`config.mk`:
```
export PLATFORM = sky130hd
export DESIGN_NAME = fp_add_arbiter
export DESIGN_NICKNAME = d
export VERILOG_FILES = /design/src/rtl/fp_add_arb_pkg.sv /design/src/rtl/rr_arb2.sv /design/src/rtl/fp_add_arbiter.sv
export SDC_FILE = /design/constraint.sdc
export NUM_CORES = 1
export LEC_CHECK = 0
export CORE_MARGIN = 2
export CORE_UTILIZATION = 43
export DETAILED_ROUTE_END_ITERATION = 10
export GPL_ROUTABILITY_DRIVEN = 0
export GPL_TIMING_DRIVEN = 0
export PLACE_DENSITY_LB_ADDON = 0.25
export SKIP_LAST_GASP = 1
export SLEW_MARGIN = 5
export SYNTH_ARGS = -nofsm -noshare
export SYNTH_HDL_FRONTEND = slang
export SYNTH_SLANG_ARGS = --single-unit
```
`constraint.sdc`:
```
create_clock -name clk -period 3.9 [get_ports clk]
set_input_delay 0.585 -clock clk [delete_from_list [all_inputs] [get_ports clk]]
set_output_delay 0.585 -clock clk [all_outputs]
set_load 0.01 [all_outputs]
```
`src/rtl/fp_add_arb_pkg.sv`:
```
// Shared types and constants for the two-requester FP-add datapath arbiter.
package fp_add_arb_pkg;

    localparam int FP_WIDTH          = 32;
    localparam int DEF_SETTLE_CYCLES = 2;
    // Settle counter holds SETTLE_CYCLES-1, so 4 bits cover the 1..15 range.
    localparam int SETTLE_CNT_W      = 4;

    typedef enum logic [1:0] {
        IDLE   = 2'd0,
        SETTLE = 2'd1,
        RESP   = 2'd2
    } state_e;

    typedef logic req_id_t;

endpackage

```
`src/rtl/rr_arb2.sv`:
```
// Two-input round-robin grant; purely combinational, zero latency.
// No backpressure of its own: the caller decides whether a grant is consumed.
module rr_arb2
    import fp_add_arb_pkg::*;
(
    input  logic [1:0] valid,
    input  req_id_t    last_grant,
    output logic       grant_valid,
    output req_id_t    grant_id
);

    always_comb begin
        grant_valid = |valid;
        grant_id    = 1'b0;
        case (valid)
            2'b10:   grant_id = 1'b1;
            2'b11:   grant_id = ~last_grant;
            default: grant_id = 1'b0;
        endcase
    end

endmodule

```
`src/rtl/fp_add_arbiter.sv`:
```
// Shares one combinational FP-add datapath between two requesters, round-robin.
// Result is registered SETTLE_CYCLES edges after accept and held until rsp_ready.
module fp_add_arbiter
    import fp_add_arb_pkg::*;
#(
    parameter int WIDTH         = FP_WIDTH,
    parameter int SETTLE_CYCLES = DEF_SETTLE_CYCLES,
    parameter int CNT_W         = 16
) (
    input  logic             clk,
    input  logic             rst_n,
    input  logic             req0_valid,
    output logic             req0_ready,
    input  logic [WIDTH-1:0] req0_a,
    input  logic [WIDTH-1:0] req0_b,
    input  logic             req1_valid,
    output logic             req1_ready,
    input  logic [WIDTH-1:0] req1_a,
    input  logic [WIDTH-1:0] req1_b,
    output logic [WIDTH-1:0] dp_a,
    output logic [WIDTH-1:0] dp_b,
    input  logic [WIDTH-1:0] dp_sum,
    output logic             rsp_valid,
    input  logic             rsp_ready,
    output logic             rsp_id,
    output logic [WIDTH-1:0] rsp_sum,
    output logic             busy,
    output logic [CNT_W-1:0] op_count
);

    localparam logic [SETTLE_CNT_W-1:0] CNT_LOAD = SETTLE_CNT_W'(SETTLE_CYCLES - 1);

    state_e                  state_q, state_d;
    logic [SETTLE_CNT_W-1:0] cnt_q, cnt_d;
    logic [WIDTH-1:0]        dp_a_q, dp_a_d, dp_b_q, dp_b_d;
    logic [WIDTH-1:0]        rsp_sum_q, rsp_sum_d;
    req_id_t                 rsp_id_q, rsp_id_d, cur_id_q, cur_id_d;
    req_id_t                 last_grant_q, last_grant_d;
    logic                    rsp_valid_q, rsp_valid_d;
    logic [CNT_W-1:0]        op_count_q, op_count_d;

    logic    grant_valid;
    req_id_t grant_id;

    rr_arb2 u_rr_arb2 (
        .valid       ({req1_valid, req0_valid}),
        .last_grant  (last_grant_q),
        .grant_valid (grant_valid),
        .grant_id    (grant_id)
    );

    always_comb begin
        state_d      = state_q;
        cnt_d        = cnt_q;
        dp_a_d       = dp_a_q;
        dp_b_d       = dp_b_q;
        rsp_sum_d    = rsp_sum_q;
        rsp_id_d     = rsp_id_q;
        cur_id_d     = cur_id_q;
        last_grant_d = last_grant_q;
        rsp_valid_d  = rsp_valid_q;
        op_count_d   = op_count_q;
        req0_ready   = 1'b0;
        req1_ready   = 1'b0;

        case (state_q)
            IDLE: begin
                req0_ready = grant_valid && (grant_id == 1'b0);
                req1_ready = grant_valid && (grant_id == 1'b1);
                // A grant always lands on a valid requester, so it is the accept.
                if (grant_valid) begin
                    dp_a_d   = grant_id ? req1_a : req0_a;
                    dp_b_d   = grant_id ? req1_b : req0_b;
                    cur_id_d = grant_id;
                    cnt_d    = CNT_LOAD;
                    state_d  = SETTLE;
                end
            end
            SETTLE: begin
                if (cnt_q == '0) begin
                    rsp_sum_d   = dp_sum;
                    rsp_id_d    = cur_id_q;
                    rsp_valid_d = 1'b1;
                    state_d     = RESP;
                end else begin
                    cnt_d = cnt_q - SETTLE_CNT_W'(1);
                end
            end
            RESP: begin
                if (rsp_ready) begin
                    rsp_valid_d  = 1'b0;
                    op_count_d   = op_count_q + CNT_W'(1);
                    last_grant_d = rsp_id_q;
                    state_d      = IDLE;
                end
            end
            default: state_d = IDLE;
        endcase
    end

    always_ff @(posedge clk or negedge rst_n) begin
        if (!rst_n) begin
            state_q      <= IDLE;
            cnt_q        <= '0;
            dp_a_q       <= '0;
            dp_b_q       <= '0;
            rsp_sum_q    <= '0;
            rsp_id_q     <= 1'b0;
            cur_id_q     <= 1'b0;
            last_grant_q <= 1'b1;
            rsp_valid_q  <= 1'b0;
            op_count_q   <= '0;
        end else begin
            state_q      <= state_d;
            cnt_q        <= cnt_d;
            dp_a_q       <= dp_a_d;
            dp_b_q       <= dp_b_d;
            rsp_sum_q    <= rsp_sum_d;
            rsp_id_q     <= rsp_id_d;
            cur_id_q     <= cur_id_d;
            last_grant_q <= last_grant_d;
            rsp_valid_q  <= rsp_valid_d;
            op_count_q   <= op_count_d;
        end
    end

    assign dp_a      = dp_a_q;
    assign dp_b      = dp_b_q;
    assign rsp_sum   = rsp_sum_q;
    assign rsp_id    = rsp_id_q;
    assign rsp_valid = rsp_valid_q;
    assign op_count  = op_count_q;
    assign busy      = (state_q != IDLE);

endmodule

```
==> results of run 1 <==
[sequential cells by signal, summed over array words and instances (netlist names)]
register and cells:
dp_b 32, rsp_id 1, cnt_q 4, cur_id_q 1
rsp_valid 1, rsp_sum 32, last_grant_q 1, dp_a 32
state_q 2, op_count 16
[final timing paths]
kind / endpoint / slack, ns / cells after the start
max: req1_ready / 0.63 / 6
min: dp_a[4]$_DFFE_PN0P_ / 0.10 / 1
max reg2reg: rsp_sum[8]$_DFFE_PN0P_ / 1.83 / 7
min reg2reg: last_grant_q$_DFFE_PN1P_ / 0.47 / 2
max in group asynchronous: last_grant_q$_DFFE_PN1P_ / 3.03 / 2
min in group clk: last_grant_q$_DFFE_PN1P_ / 0.47 / 2
[cell usage after synthesis, drive strengths merged]
cell,instances
nand3b,2
xnor2,13
o32ai,1
nor3,4
buf,18
dfstp,1
nor2,12
clkbuf,11
or2b,1
mux2i,32
o21ai,34
and3b,1
nand3,8
or3b,1
a21oi,1
and3,37
nand2,44
nand4,3
a221o,32
a21boi,1
dfrtp,121
inv,3
xor2,4
mux2,33
or2,1
nor2b,1
ha,3
and2,1
a21o,3
[logic make-up (layout without fill, tap and decap cells)]
| logic type | after synthesis | count (layout) |
|---|---|---|
| AND/OR/NAND/NOR | 116 | 116 |
| XOR/XNOR | 17 | 17 |
| adder cells (fa/ha/maj) | 3 | 3 |
| buffers and inverters | 32 | 344 |
| AO/OA/AOI/OAI | 72 | 72 |
| flip-flops | 122 | 122 |
| multiplexers | 65 | 65 |
[critical path, cell delays in order]
cell and delay (ns):
clkdlybuf4s50_1 0.53, a21boi_2 0.25, buf_2 0.27, buf_2 0.28
and2_1 0.19, clkdlybuf4s50_1 0.58
[layout by cell type (no fill, tap or decap), drive strengths merged, types with 4 or more instances in the layout]
master	instances
xor2	4
clkdlybuf4s50	280
nand3	8
nor2	12
nand2	44
and3	37
a221o	32
clkbuf	38
mux2	33
nor3	4
buf	20
mux2i	32
xnor2	13
dfrtp	121
o21ai	34
[stage by stage]
| step | util | power (mW) |
|---|---|---|
| after floorplan | - | 3.507 |
| after global placement | 0.6935 | 4.987 |
| after detailed placement | 0.6959 | 5.089 |
| after CTS | 0.7378 | 6.488 |
| after global routing | 0.7378 | 6.783 |
| final | 0.7378 | 6.428 |
[power by group through the flow]
stage	registers [mW]	clock network (mW)	logic, mW
2_1_floorplan	2.36	0	1.15
3_3_place_gp	2.13	0	2.86
3_5_place_dp	2.16	0	2.93
4_1_cts	2.15	1.39	2.95
5_1_grt	2.21	1.44	3.13
6_report	2.15	1.36	2.92
[per-layer routing]
layer	routed length, um	vias up	share of wire
li1	-	2146	-
met5	0	-	0
met2	8506	202	0.51
met4	661	0	0.040
met1	6432	2262	0.39
met3	1101	41	0.066
[area by class of cell]
class	instances	area, um2
plain buffers	29	187.7
clock buffers	27	493.0
clock inverters	3	15.01
repair buffers	282	2841
multi-input cells	273	2123
fillers	858	3176
well taps	168	210.2
inverters	3	11.26
flip-flops and latches	122	3054
==> run_results.csv, run 1 <==
group,metric,value,unit
synthesis,muxShareOfSynthArea,0.1475,
global_route,grt_pass1_vias,4921,
die,rows,40,
clocking,clk_pin_slew,0.05,ns
global_route,grt_max_degree,76,
timing,fin_crit,3.273,ns
setup_path,critPathArrivalTime,2.69,ns
cells_and_area,diodes,0,
detailed_routing,wl_per_cell,18.41,um
detailed_routing,ant_nets,0,
synthesis,syn_nets,595,
die,start_util,0.4439,
synthesis,yosys.area.top_type,"dfrtp_1",
cells_and_area,final_cell_count_no_fill,907,
cells_and_area,layout-drive-gt1-share,0.1110,
pwr,leakage,4.006,nW
clocking,clkLatencyLatePin,0.41,ns
timing,worstMarginPinSlew,0.5139,ns
global_route,antenna_found_initial,0,
timing,setup_violations,0,
timing,skew,0.007084,ns
detailed_routing,drc,0,
synthesis,syn_inst,427,
synthesis,yosys_warnings,0,
detailed_routing,drt-pass1-iter-count,5,
synthesis,netlist_area,0.005376,mm2
timing,setup_tns,0,ns
cells_and_area,finalInstanceArea,0.008936,mm2
synthesis,synth_top_family_by_area,"multiplexers",
clocking,cts_buffers,17,
timing,fin_crit_sh,0.8392,
timing,fmax,0.3055,GHz
status,status,"complete, no violations",
pwr,comb_power_share,0.454,
timing,fin_ws,0.6270,ns
placement,dp.cells,877,
placement,place_hpwl,12.81,mm
timing,rsz0062_at_grt,"false",
clocking,clockRootBuffer,"clkbuf_16",
cells_and_area,nets,896,
clocking,cts_tree,"built",
synthesis,ys_top_cells_by_area,"dfrtp_1 56%, mux2_4 7.5%, a221o_1 6.0%",
setup_path,reg2reg_from,"cnt_q[0]$_DFFE_PN0P_",
timing,hold_viol,0,
clocking,ctsHoldBuffers,0,
cells_and_area,syn_to_final_growth,66.21,%
pwr,swShare,0.3147,
clocking,post_cts_buffers,0,
synthesis,synth_top_area_frac,0.5632,
setup_path,crit_path_end_kind,"output pin",
pwr,peakVddDrop,0.0003903,V
min_path,hold_path_class,"input port to asynchronous set/reset pin",
detailed_routing,drt_iter0_markers,255,
die,io_pins,282,
global_route,grt_use_met3,0.06590,
timing,whs,0.1008,ns
global_route,grtUsageMet1,0.2940,
global_route,grt_util_met2,0.4441,
setup_path,required,3.31,ns
die,die_w,115.8,um
placement,numPortBuffers,281,
synthesis,avgSynthCellArea,12.59,um2
global_route,grt_overflow,0,
clocking,cts_sinks,122,
pwr,pwr-share-clk,0.211,
detailed_routing,wl,16.70,mm
global_route,grt_first_pass_wirelength,25.94,mm
die,core-area,0.01211,mm2
clocking,htreeDepth,4,
synthesis,yosys.area_share.xor_xnor,0.02769,
clocking,cts-resized-gates,0,
detailed_routing,vias,4651,
synthesis,synth_compound_area_frac,0.1008,
global_route,grt.busiest_layer,"met2",
clocking,cts_buffer_depth,2,
global_route,grtUsageTotal,0.2564,
job,maxCapViolCount,0,
pwr,power_density,719.3,mW/mm2
synthesis,yosysSeqAreaShare,0.5681,
die,die_h,115.8,um
pwr,power_switching,2.023,mW
setup_path,cp-start-kind,"input port",
placement,placed_area,0.008428,mm2
synthesis,ys_seq_elements,122,
setup_path,setup.worst_path.start,"req1_valid",
synthesis,synthAdderAreaFrac,0.006982,
pwr,p_int,4.405,mW
synthesis,synthSimpleGateAreaFrac,0.1119,
timing,slew_viol_final,0,
setup_path,crit_type,"input port to output pin",
detailed_routing,avgViaCountPerCell,5.128,
synthesis,synth_cell_types,38,
timing,slew_headroom,0.6548,
setup_path,path_max_fanout,10,
placement,place_ws,0.6080,ns
die,dieArea,0.01341,mm2
pwr,pwr-share-seq,0.335,
(Power assumes the default switching activity.)
==> run 2: changes to the inputs <==
- CORE_UTILIZATION: 43 -> 40
- clock period: 3.9 -> 3.3 ns (I/O delays scaled with it)
==> run 2 against run 1 <==
  * Final cell count is 1.1% higher
  * Largest cell class unchanged
  * Register-to-register slack worse by 0.60 ns
  * Wire length is 1.5% lower
  * Via count is 1.5% lower
  * Die area is 7.2% higher
  * Hold slack worse by 0.091 ns
  * Clock skew is 0.0020 ns higher
==> run_results.csv, run 2 (synthesized netlist as in run 1, its figures left out) <==
group,metric,value,unit
status,status,"complete, no violations",
clocking,cts_buffers,17,
timing,rsz0062_at_grt,"false",
setup_path,cp-start-kind,"input port",
setup_path,rr_worst_depth,7,
timing,slew_viol_final,0,
setup_path,path_cells,"clkdlybuf4s50_1, a21boi_2, buf_2, buf_2, and2_1, clkdlybuf4s50_1",
pwr,peakVddDrop,0.0004487,V
setup_path,crit_path_max_incr_delay,0.59,ns
detailed_routing,avgViaCountPerCell,4.993,
die,core-area,0.01319,mm2
setup_path,required,2.80,ns
detailed_routing,ant_nets,0,
clocking,htreeDepth,4,
die,die_w,119.9,um
setup_path,crit_path_end_kind,"output pin",
timing,fin_crit_sh,0.9470,
timing,slew_headroom,0.6525,
job,maxCapViolCount,0,
pwr,swShare,0.3087,
timing,fmax,0.3200,GHz
clocking,clockRootBuffer,"clkbuf_16",
cells_and_area,diodes,0,
timing,setup_tns,0,ns
pwr,power_switching,2.451,mW
clocking,post_cts_buffers,0,
timing,setup_violations,0,
setup_path,critical_path.top_delay_family,"buffers and inverters",
setup_path,critPathBufInv,4,
detailed_routing,wl,16.45,mm
detailed_routing,drt_iter0_markers,195,
pwr,pwr-share-seq,0.322,
cells_and_area,nets,896,
clocking,clk_pin_slew,0.06,ns
min_path,hold_path_class,"input port to asynchronous set/reset pin",
global_route,grt_first_pass_wirelength,26.14,mm
setup_path,path_max_fanout,10,
die,die_h,119.9,um
pwr,total_power,7.939,mW
global_route,grt_max_degree,76,
setup_path,cp_slowest_cell,"clkdlybuf4s50_1",
placement,numPortBuffers,281,
cells_and_area,final-seq-area,0.003054,mm2
die,rows,42,
cells_and_area,multiInputGateArea,0.002128,mm2
cells_and_area,n_fill_cell,986,
global_route,grt_pass1_vias,4909,
timing,skew,0.009132,ns
setup_path,path_depth,6,
die,io_pins,282,
placement,place_hpwl,12.47,mm
pwr,leakage,4.056,nW
detailed_routing,vias,4579,
pwr,comb_power_share,0.432,
cells_and_area,final_common_cell,"clkdlybuf4s50_1",
cells_and_area,final_cell_mix,"280 x clkdlybuf4s50_1, 121 x dfrtp_1, 44 x nand2_1",
cells_and_area,layout-drive-gt1-share,0.1228,
clocking,clkLatencyLatePin,0.41,ns
setup_path,crit_type,"input port to output pin",
timing,fin_crit,3.125,ns
die,start_util,0.4076,
global_route,grt_overflow,0,
timing,hold_viol,0,
global_route,antenna_found_initial,0,
global_route,grtUsageTotal,0.2359,
pwr,p_int,5.488,mW
clocking,cts_sinks,122,
clocking,ctsHoldBuffers,0,
clocking,cts_tree,"built",
cells_and_area,syn_to_final_growth,68.82,%
pwr,power_density,874.7,mW/mm2
detailed_routing,drt-pass1-iter-count,4,
die,dieArea,0.01438,mm2
pwr,pwr-share-clk,0.246,
detailed_routing,drc,0,
timing,worstMarginPinSlew,0.5173,ns
setup_path,critPathArrivalTime,2.63,ns
detailed_routing,wl_per_cell,17.93,um
clocking,cts_buffer_depth,2,
-- run 2: changes by cell type in the layout (fill, tap and decap cells not counted), sizes merged --
| cell | before | now |
|---|---|---|
| bufinv | 0 | 3 |
| clkbuf | 38 | 33 |
| clkinvlp | 0 | 4 |
-- run 2: per-layer routing --
layer  track usage  wire (um)  up-vias  share of wire
li1              -          -     2138              -
met1        0.2755       6619     2242           0.40
met2        0.4158       8530      168           0.52
met3       0.06274        927       31          0.056
met4       0.08456        369        0          0.022
met5             0          0        -              0
-- run 2: final cells by class --
cell class,count,area share
inverter,3,0.001241
timing repair buffer,282,0.3131
clock inverter,10,0.01530
clock buffer,22,0.05445
multi-input combinational,273,0.2345
sequential,122,0.3365
tap,176,0.02426
buffer,29,0.02068
-- run 2: worst paths after layout --
check | slack, ns | to | startpoint
max reg2reg | 1.23 | rsp_sum[11]$_DFFE_PN0P_ | cnt_q[0]$_DFFE_PN0P_
min in group clk | 0.48 | last_grant_q$_DFFE_PN1P_ | last_grant_q$_DFFE_PN1P_
max in group asynchronous | 2.54 | last_grant_q$_DFFE_PN1P_ | rst_n
min | 0.01 | dp_a[5]$_DFFE_PN0P_ | rst_n
min reg2reg | 0.48 | last_grant_q$_DFFE_PN1P_ | last_grant_q$_DFFE_PN1P_
max | 0.18 | req1_ready | req1_valid
-- run 2: repair_timing --
| item | CTS | global route |
|---|---|---|
| endpoints found under the hold margin | 0 | 0 |
| resized for setup | 0 | 1 |
| setup endpoints to repair | 0 | 1 |
-- run 2: power by group through the flow --
stage / clock network (mW) / registers (mW) / logic [mW]
3_5_place_dp: 0 / 2.57 / 3.44
5_1_grt: 2.05 / 2.63 / 3.68
3_3_place_gp: 0 / 2.53 / 3.36
4_1_cts: 1.99 / 2.56 / 3.47
2_1_floorplan: 0 / 2.79 / 1.36
6_report: 1.95 / 2.56 / 3.43
-- run 2: metrics by stage --
step	worst slack, ns	util	hold slack [ns]	instances	instance area (um2)
6_report	0.1750	0.6881	0.009592	917	9076
5_1_grt	0.06983	0.6881	0.03072	917	9076
4_1_cts	0.07093	0.6877	0.01159	917	9071
3_5_place_dp	0.1713	0.6397	0.4590	885	8438
3_3_place_gp	-2.886	0.6375	0.4625	884	8409
2_1_floorplan	1.428	-	0.1994	427	5376
==> run 3: changes to the inputs <==
- GPL_ROUTABILITY_DRIVEN: 0 -> unset
- SETUP_SLACK_MARGIN: unset -> 0.05
==> results of run 3 <==
No change in the layout: final DEF, timing and power equal those of run 2.
